==> config.mk <==
export PLATFORM = sky130hd
export DESIGN_NAME = bnn_weight_streamer
export DESIGN_NICKNAME = d
export VERILOG_FILES = /design/src/rtl/bnn_weight_streamer.sv
export SDC_FILE = /design/constraint.sdc
export NUM_CORES = 1
export LEC_CHECK = 0
export BUFFER_PORTS_ARGS = -buffer_cell sky130_fd_sc_hd__clkbuf_2
export CAP_MARGIN = 5
export CORE_MARGIN = 2
export CORE_UTILIZATION = 45
export DETAILED_ROUTE_END_ITERATION = 6
export GPL_TIMING_DRIVEN = 0
export PLACE_DENSITY = 0.62
export SLEW_MARGIN = 15
export SYNTH_ARGS = -nofsm -noshare
export SYNTH_HDL_FRONTEND = slang
export SYNTH_SLANG_ARGS = --single-unit
==> constraint.sdc <==
create_clock -name clk -period 3.1 [get_ports clk]
set_clock_uncertainty 0.05 [all_clocks]
set_input_delay 0.62 -clock clk [delete_from_list [all_inputs] [get_ports clk]]
set_output_delay 0.62 -clock clk [all_outputs]
set_load 0.005 [all_outputs]
==> src/rtl/bnn_weight_streamer.sv <==
// -----------------------------------------------------------------------------
// bnn_weight_streamer
//
// Host-side transmitter for the BNN nibble-serial weight-load interface.
// A bank of NUM_NEURONS weight bytes is written by byte address while the
// streamer is idle. On start it replays the bank as 2*NUM_NEURONS nibbles,
// low nibble first, each qualified by load_en_out. The sink can stall the
// stream between any two nibbles with hold_in.
//
// Optional feature macro: BNN_STREAM_XSUM_EN
//   defined   -> xsum holds the XOR of all bytes sent in the last stream
//   undefined -> xsum is tied to 0 and no checksum logic is built
//
// Ports:
//   clk          in   clock, all state changes on its rising edge
//   reset        in   asynchronous active-high reset (clears the bank too)
//   wr_en        in   bank write strobe (honoured only in IDLE/DONE)
//   wr_addr      in   [AW-1:0] bank write address
//   wr_data      in   [7:0] weight byte to write
//   start        in   request one full stream (level-sampled)
//   hold_in      in   stall request from the sink
//   nib_out      out  [3:0] nibble presented to the sink (0 when not busy)
//   load_en_out  out  nibble-valid strobe
//   busy         out  stream in progress
//   done         out  one-cycle pulse after the last nibble
//   xsum         out  [7:0] stream checksum
// -----------------------------------------------------------------------------
module bnn_weight_streamer #(
    parameter int NUM_NEURONS = 8,
    parameter int AW          = $clog2(NUM_NEURONS)
) (
    input  logic          clk,
    input  logic          reset,
    input  logic          wr_en,
    input  logic [AW-1:0] wr_addr,
    input  logic [7:0]    wr_data,
    input  logic          start,
    input  logic          hold_in,
    output logic [3:0]    nib_out,
    output logic          load_en_out,
    output logic          busy,
    output logic          done,
    output logic [7:0]    xsum
);

    typedef enum logic [1:0] {
        S_IDLE = 2'd0,
        S_LO   = 2'd1,
        S_HI   = 2'd2,
        S_DONE = 2'd3
    } state_t;

    localparam logic [AW-1:0] LAST_IDX = AW'(NUM_NEURONS - 1);

    state_t        state_reg;
    logic [AW-1:0] idx_reg;
    logic          busy_reg;
    logic          done_reg;
    logic [7:0]    bank_reg [NUM_NEURONS];
    logic [7:0]    cur_byte;
    logic          wr_ok;
    logic          stream_start;

    // Writes are only accepted outside a stream, so the stream always
    // matches the bank contents at the moment start was sampled.
    assign wr_ok        = wr_en && (state_reg == S_IDLE || state_reg == S_DONE);
    assign stream_start = start && (state_reg == S_IDLE || state_reg == S_DONE);

    // Live read of the byte currently being sent.
    assign cur_byte = bank_reg[idx_reg];

    // -------------------------------------------------------------------------
    // Weight bank: one byte register per neuron, cleared by reset.
    // -------------------------------------------------------------------------
    generate
        for (genvar gi = 0; gi < NUM_NEURONS; gi++) begin : g_bank
            always_ff @(posedge clk or posedge reset) begin
                if (reset) begin
                    bank_reg[gi] <= 8'h00;
                end else if (wr_ok && wr_addr == AW'(gi)) begin
                    bank_reg[gi] <= wr_data;
                end
            end
        end
    endgenerate

    // -------------------------------------------------------------------------
    // Stream FSM. busy/done are registered alongside the state so they
    // always equal "state is LO/HI" and "state is DONE".
    // -------------------------------------------------------------------------
    always_ff @(posedge clk or posedge reset) begin
        if (reset) begin
            state_reg <= S_IDLE;
            idx_reg   <= '0;
            busy_reg  <= 1'b0;
            done_reg  <= 1'b0;
        end else begin
            case (state_reg)
                S_IDLE: begin
                    if (start) begin
                        state_reg <= S_LO;
                        idx_reg   <= '0;
                        busy_reg  <= 1'b1;
                    end
                end
                S_LO: begin
                    if (!hold_in) begin
                        state_reg <= S_HI;
                    end
                end
                S_HI: begin
                    if (!hold_in) begin
                        if (idx_reg == LAST_IDX) begin
                            state_reg <= S_DONE;
                            busy_reg  <= 1'b0;
                            done_reg  <= 1'b1;
                        end else begin
                            state_reg <= S_LO;
                            idx_reg   <= idx_reg + 1'b1;
                        end
                    end
                end
                S_DONE: begin
                    done_reg <= 1'b0;
                    idx_reg  <= '0;
                    if (start) begin
                        state_reg <= S_LO;
                        busy_reg  <= 1'b1;
                    end else begin
                        state_reg <= S_IDLE;
                    end
                end
                default: begin
                    state_reg <= S_IDLE;
                    busy_reg  <= 1'b0;
                    done_reg  <= 1'b0;
                end
            endcase
        end
    end

    // Nibble mux: held naturally during a stall since state/idx do not move.
    always_comb begin
        nib_out = 4'h0;
        if (state_reg == S_LO) begin
            nib_out = cur_byte[3:0];
        end else if (state_reg == S_HI) begin
            nib_out = cur_byte[7:4];
        end
    end

    // The stall request gates the strobe in the same cycle.
    assign load_en_out = busy_reg & ~hold_in;
    assign busy        = busy_reg;
    assign done        = done_reg;

`ifdef BNN_STREAM_XSUM_EN
    logic [7:0] xsum_reg;

    // Cleared when a stream begins, then folds in each byte as its high
    // nibble (the second half of the frame) is accepted.
    always_ff @(posedge clk or posedge reset) begin
        if (reset) begin
            xsum_reg <= 8'h00;
        end else if (stream_start) begin
            xsum_reg <= 8'h00;
        end else if (state_reg == S_HI && !hold_in) begin
            xsum_reg <= xsum_reg ^ cur_byte;
        end
    end

    assign xsum = xsum_reg;
`else
    assign xsum = 8'h00;

    logic unused_sig;
    assign unused_sig = stream_start;
`endif

endmodule

==> run_results.csv, run 1 <==
group,metric,value,unit
setup_path,cp-start-kind,"flop",
setup_path,path_cells,"inv_1, ha_1, nor2b_1, a22o_1, a221o_1, clkbuf_2",
yosys,syn_avg_cell_area,14.2,um2
setup_path,slowest_stage,"nor2b_1",
detailed_routing,wl_met3,275,um
final_layout,largest_reg_flops,64,
die,start_util,45.9,%
clock_tree,clk_path_buf_depth,2,
die,die_y,92.3,um
die,die_area,0.00852,mm2
detailed_routing,wire_per_inst,18.1,um
grt,grt_pass1_vias,2168,
clock_tree,clk_pin_slew,0.07,ns
run,cap_violations,0,
final_layout,nets,312,
final_layout,area_delta_synth_final,13.3,%
clock_tree,cts_tree,"built",
pwr,power.internal,2.52,mW
timing,setup_slack,0.159,ns
setup_path,crit_path_start,"state_reg[1]",
grt,grt_pass1_wl,11800,um
placement,place.gp.congestion,0.776,
clock_tree,ctsRootBufferMaster,"clkbuf_8",
yosys,synth.ff_latch_count,71,
timing,setup_violations,0,
timing,tns,0,ns
placement,dp_cells,379,
timing,slew_viol_final,0,
die,core,0.00765,mm2
yosys,synth_top_flop_cell,"dfrtp_1",
grt,grt_use_total,18.5,%
placement,place_hpwl,4900,um
clock_tree,ctsHoldBuffers,0,
final_layout,fill_cells,674,
final_layout,diodes,0,
detailed_routing,dr.pass1.iters,4,
timing,fmax,340,MHz
setup_path,worstSetupPathType,"reg -> out",
pwr,power_frac_seq,44.0,%
setup_path,slowest_delay,0.52,ns
timing,hold_violations,0,
detailed_routing,wl_met2,3170,um
pwr,power.density,910,mW/mm2
yosys,async_reset_ff_share,100,%
die,ios,31,
yosys,yosysWarnings,0,
clock_tree,cts_sinks,71,
yosys,syn_inst,247,
setup_path,worstSetupEndpointType,"output pin",
pwr,peakVddDrop,0.497,mV
detailed_routing,drt_wl_total,7120,um
final_layout,layout_commonest_cell,"dfrtp_1",
pwr,swShare,30.4,%
yosys,synth_edf_count,0,
worst_hold_path,hp-class,"in -> async",
pwr,p_sw,1.10,mW
final_layout,final_cell_mix,"dfrtp_1, mux2_2, clkbuf_2, clkbuf_8, mux2i_1",
clock_tree,cts_setup_buffers,0,
detailed_routing,avgViaCountPerCell,5.53,
detailed_routing,drc,0,
timing,rsz0062_at_grt,"false",
grt,antenna_found_initial,0,
timing,worst_pin_slew,0.961,ns
pwr,power_leakage,1.77,nW
clock_tree,cts_buffers,9,
setup_path,r2r_start,"state_reg[0]",
yosys,netlist_area,0.00351,mm2
setup_path,worst-path-max-fanout,8,
yosys,ys_types,38,
setup_path,crit_required,2.43,ns
die,die_w,92.3,um
detailed_routing,first_iter_violations,136,
detailed_routing,met1_length,3590,um
clock_tree,clock_latency,0.34,ns
grt,grt.overflow.total,0,
clock_tree,post_cts_resize_count,0,
clock_tree,htreeDepth,3,
final_layout,fin_cells,393,
detailed_routing,top_layer,"met4",
run_status,outcome,"complete, no violations",
detailed_routing,ant_nets,0,
pwr,p_clk_share,19.4,%
timing,slew_headroom,35.7,%
placement,port_buffers,22,
final_layout,drive_gt1_share,41.9,%
die,rows,32,
placement,dp_slack,0.576,ns
grt,grt_max_degree,38,
timing,period_minus_slack,2.94,ns
timing,timing.final.crit_share,94.9,%
pwr,comb_power_share,36.6,%
setup_path,cp.arrival,2.27,ns
yosys,yosysSeqAreaShare,50.6,%
detailed_routing,vias,2172,
[worst max-delay path: cells and delay by family, from the launching register on]
kind                     cells  cell delay (ns)
buffers and inverters        2             0.23
flip-flops                   1             0.45
adder cells (fa/ha/maj)      1             0.30
AND/OR/NAND/NOR              1             0.52
AO/OA/AOI/OAI                2             0.43
[synthesized netlist by cell type, types with 2 or more instances]
| library cell | n | area, um2 |
|---|---|---|
| a221o_1 | 4 | 40.0 |
| nand2b_1 | 3 | 18.8 |
| a31oi_1 | 2 | 12.5 |
| o21ai_0 | 6 | 30.0 |
| nor2b_1 | 4 | 25.0 |
| mux4_1 | 4 | 105 |
| clkbuf_8 | 2 | 27.5 |
| nand2_1 | 9 | 33.8 |
| buf_4 | 8 | 60.1 |
| ha_1 | 8 | 100 |
| nand3b_1 | 2 | 15.0 |
| nor2_1 | 3 | 11.3 |
| dfrtp_1 | 71 | 1780 |
| mux2_2 | 63 | 709 |
| inv_1 | 5 | 18.8 |
| mux4_2 | 7 | 158 |
| a22o_1 | 3 | 26.3 |
| and3_1 | 5 | 31.3 |
| nor3b_2 | 2 | 25.0 |
| a22oi_1 | 4 | 30.0 |
| a21oi_1 | 6 | 30.0 |
| mux2i_1 | 10 | 100 |
[kinds of logic after synthesis]
logic type	count (synthesis)	share of synthesized area (%)
simple gates	34	5.70
flops	71	50.6
buf+inv	19	4.17
mux	85	30.9
compound gates	29	5.70
fa+ha+maj	8	2.85
other cells	1	0.107
[per-layer routing]
metal	up-vias	track usage, %
met4	0	5.60
met2	59	26.2
met1	1112	27.7
li1	995	-
met5	-	0
met3	6	4.96
[worst paths after layout]
check	end	slack, ns	cells after the start
worst max-delay path	nib_out[3]	0.16	6
worst min-delay path	bank_reg[1]	0.24	2
worst max register to register	bank_reg[1]	0.58	6
worst min register to register	bank_reg[16]	0.45	1
max in group asynchronous	bank_reg[27]	2.21	3
min in group clk	bank_reg[16]	0.45	1
[cell type report]
cell class	instances	area, um2	area share [%]
Sequential cell	71	1780	44.7
Multi-Input combinational cell	164	1610	40.6
Clock buffer	13	149	3.74
Timing Repair Buffer	23	130	3.27
Tap cell	102	128	3.21
Buffer	13	124	3.12
Clock inverter	1	30.0	0.755
Inverter	6	25.0	0.629
[power groups by stage]
stage               clock network (mW)  logic [mW]  registers, mW
floorplan                            0        1.05           1.53
global placement                     0        1.30           1.59
detailed placement                   0        1.33           1.61
CTS                              0.724        1.34           1.59
global route                     0.759        1.44           1.66
finish                           0.703        1.33           1.59
[metrics by stage]
stage	cell area [um2]	hold slack (ns)	utilization (%)	power [mW]
after floorplan	3540	0.408	-	2.59
after global placement	3770	0.428	49.4	2.89
after detailed placement	3800	0.435	49.7	2.95
after CTS	3980	0.247	52.0	3.65
after global routing	3980	0.269	52.0	3.86
final	3980	0.236	52.0	3.62
Power figures use the tool's default switching activity.
==> inputs of run 2 (changes only) <==
Settings changed: PLACE_DENSITY 0.62 to default.
==> run 2 against run 1 <==
  * Core utilization down 0.21 points
  * Sequential power about the same
  * Critical path depth unchanged
  * Combinational power about the same
  * Register-to-register slack better by 0.02 ns
  * Die area unchanged
  * Count of clock-buffer cells in the layout down 4
  * Total power down 2.0%
  * Clock power down 11%
  * Final cell count up 0.25%
  * Via count down 2.5%
  * Sequential share of layout area up 0.18 points
==> run_results.csv, run 2 (same netlist as run 1, synthesis figures left out) <==
group,metric,value,unit
run_status,outcome,"complete, no violations",
timing,slew_viol_final,0,
final_layout,final_cell_mix,"dfrtp_1, mux2_2, clkbuf_2, clkbuf_8, mux2i_1",
clock_tree,htreeDepth,3,
placement,place.gp.congestion,0.778,
clock_tree,post_cts_resize_count,0,
die,die_area,0.00852,mm2
timing,rsz0062_at_grt,"false",
timing,fmax,342,MHz
final_layout,fin_cells,394,
worst_hold_path,hp-class,"in -> async",
placement,port_buffers,22,
setup_path,cp-start-kind,"flop",
clock_tree,cts_tree,"built",
setup_path,r2r_slack,0.60,ns
timing,hold_violations,0,
detailed_routing,drt_wl_total,7410,um
die,die_y,92.3,um
pwr,power,3.55,mW
timing,whs,0.210,ns
grt,grt_max_degree,42,
die,rows,32,
final_layout,diodes,0,
setup_path,crit_path_start,"state_reg[1]",
timing,period_minus_slack,2.92,ns
clock_tree,ctsHoldBuffers,0,
grt,grt_pass1_vias,2125,
detailed_routing,first_iter_violations,112,
final_layout,largest_reg_flops,64,
clock_tree,clock_latency,0.34,ns
setup_path,path_cells,"inv_1, ha_1, nor2b_1, a22o_1, a221o_1, clkbuf_2",
grt,grt.overflow.total,0,
placement,place_hpwl,5020,um
final_layout,layout_commonest_cell,"dfrtp_1",
placement,dp_cells,379,
timing,timing.final.crit_share,94.3,%
grt,antenna_found_initial,0,
final_layout,fill_cells,693,
detailed_routing,ant_nets,0,
setup_path,cp.arrival,2.25,ns
placement,dp_slack,0.564,ns
clock_tree,clk_pin_slew,0.08,ns
timing,worst_pin_slew,0.943,ns
setup_path,ff2ff_path_depth,6,
pwr,power_leakage,1.77,nW
setup_path,slowest_stage,"nor2b_1",
setup_path,critPathBufInv,2,
setup_path,worst-path-max-fanout,8,
run,cap_violations,0,
setup_path,crit_end,"nib_out[1]",
setup_path,worstSetupPathType,"reg -> out",
timing,slew_headroom,36.9,%
setup_path,crit_required,2.43,ns
clock_tree,cts_buffers,9,
die,start_util,45.9,%
final_layout,nets,312,
timing,setup_slack,0.177,ns
die,core,0.00765,mm2
clock_tree,clk_path_buf_depth,2,
setup_path,regToRegEndpoint,"bank_reg[17]",
setup_path,worstSetupEndpointType,"output pin",
grt,grt_pass1_wl,11500,um
die,die_w,92.3,um
setup_path,cp_top_family,"simple AND/OR/NAND/NOR gates",
placement,place_area,0.00380,mm2
setup_path,slowest_delay,0.50,ns
timing,tns,0,ns
final_layout,fin_area,0.00396,mm2
setup_path,crit_cells,6,
die,ios,31,
pwr,power.density,896,mW/mm2
final_layout,final_util,51.8,%
final_layout,drive_gt1_share,43.2,%
final_layout,area_delta_synth_final,12.8,%
setup_path,r2r_start,"state_reg[0]",
detailed_routing,vias,2117,
grt,grt_use_total,18.5,%
detailed_routing,avgViaCountPerCell,5.37,
pwr,peakVddDrop,0.350,mV
clock_tree,ctsRootBufferMaster,"clkbuf_8",
detailed_routing,drc,0,
clock_tree,cts_setup_buffers,0,
timing,setup_violations,0,
detailed_routing,wire_per_inst,18.8,um
clock_tree,cts_sinks,71,
detailed_routing,dr.pass1.iters,4,
[run 2: cell types whose count changed in the layout (fill, tap and decap cells not counted), sizes merged]
cell | before | now
clkbuf | 37 | 33
bufinv | 1 | 0
clkinvlp | 0 | 2
clkinv | 0 | 4
[run 2: layout make-up]
class                           instances  area [um2]  area share, %
Buffer                                 13         124           3.13
Tap cell                              102         128           3.22
Inverter                                6        25.0          0.632
Sequential cell                        71        1780           44.9
Clock buffer                            9         124           3.13
Multi-Input combinational cell        164        1610           40.8
Clock inverter                          6        38.8          0.979
Timing Repair Buffer                   23         130           3.29
[run 2: worst min path at each step]
stage | slack [ns] | endpoint | start | depth (start not counted)
4_1_cts | 0.21 | bank_reg[45] | reset | 2
3_3_place_gp | 0.43 | bank_reg[16] | bank_reg[16] | 1
3_5_place_dp | 0.44 | bank_reg[25] | bank_reg[25] | 1
6_report | 0.21 | bank_reg[45] | reset | 2
5_1_grt | 0.24 | bank_reg[22] | reset | 2
2_1_floorplan | 0.41 | bank_reg[16] | bank_reg[16] | 1
[run 2: per-layer routing]
| metal | wire length [um] | global-route usage, % |
|---|---|---|
| met3 | 253 | 2.85 |
| met2 | 3370 | 27.9 |
| met4 | 131 | 8.21 |
| met5 | 0 | 0 |
| met1 | 3650 | 26.5 |
[run 2: power breakdown]
group / total, mW / leakage (nW) / internal [mW] / switching (mW)
sequential: 1.59 / 0.871 / 1.36 / 0.228
combinational: 1.33 / 0.814 / 0.768 / 0.559
clock: 0.629 / 0.0809 / 0.282 / 0.347
total: 3.55 / 1.77 / 2.41 / 1.13
[run 2: worst register-to-register path, cell delays in order, from the launching register on]
cell,delay (ns)
dfrtp_1,0.41
inv_1,0.13
ha_1,0.37
inv_2,0.09
nand3_1,0.13
nor3b_2,0.79
mux2_2,0.42
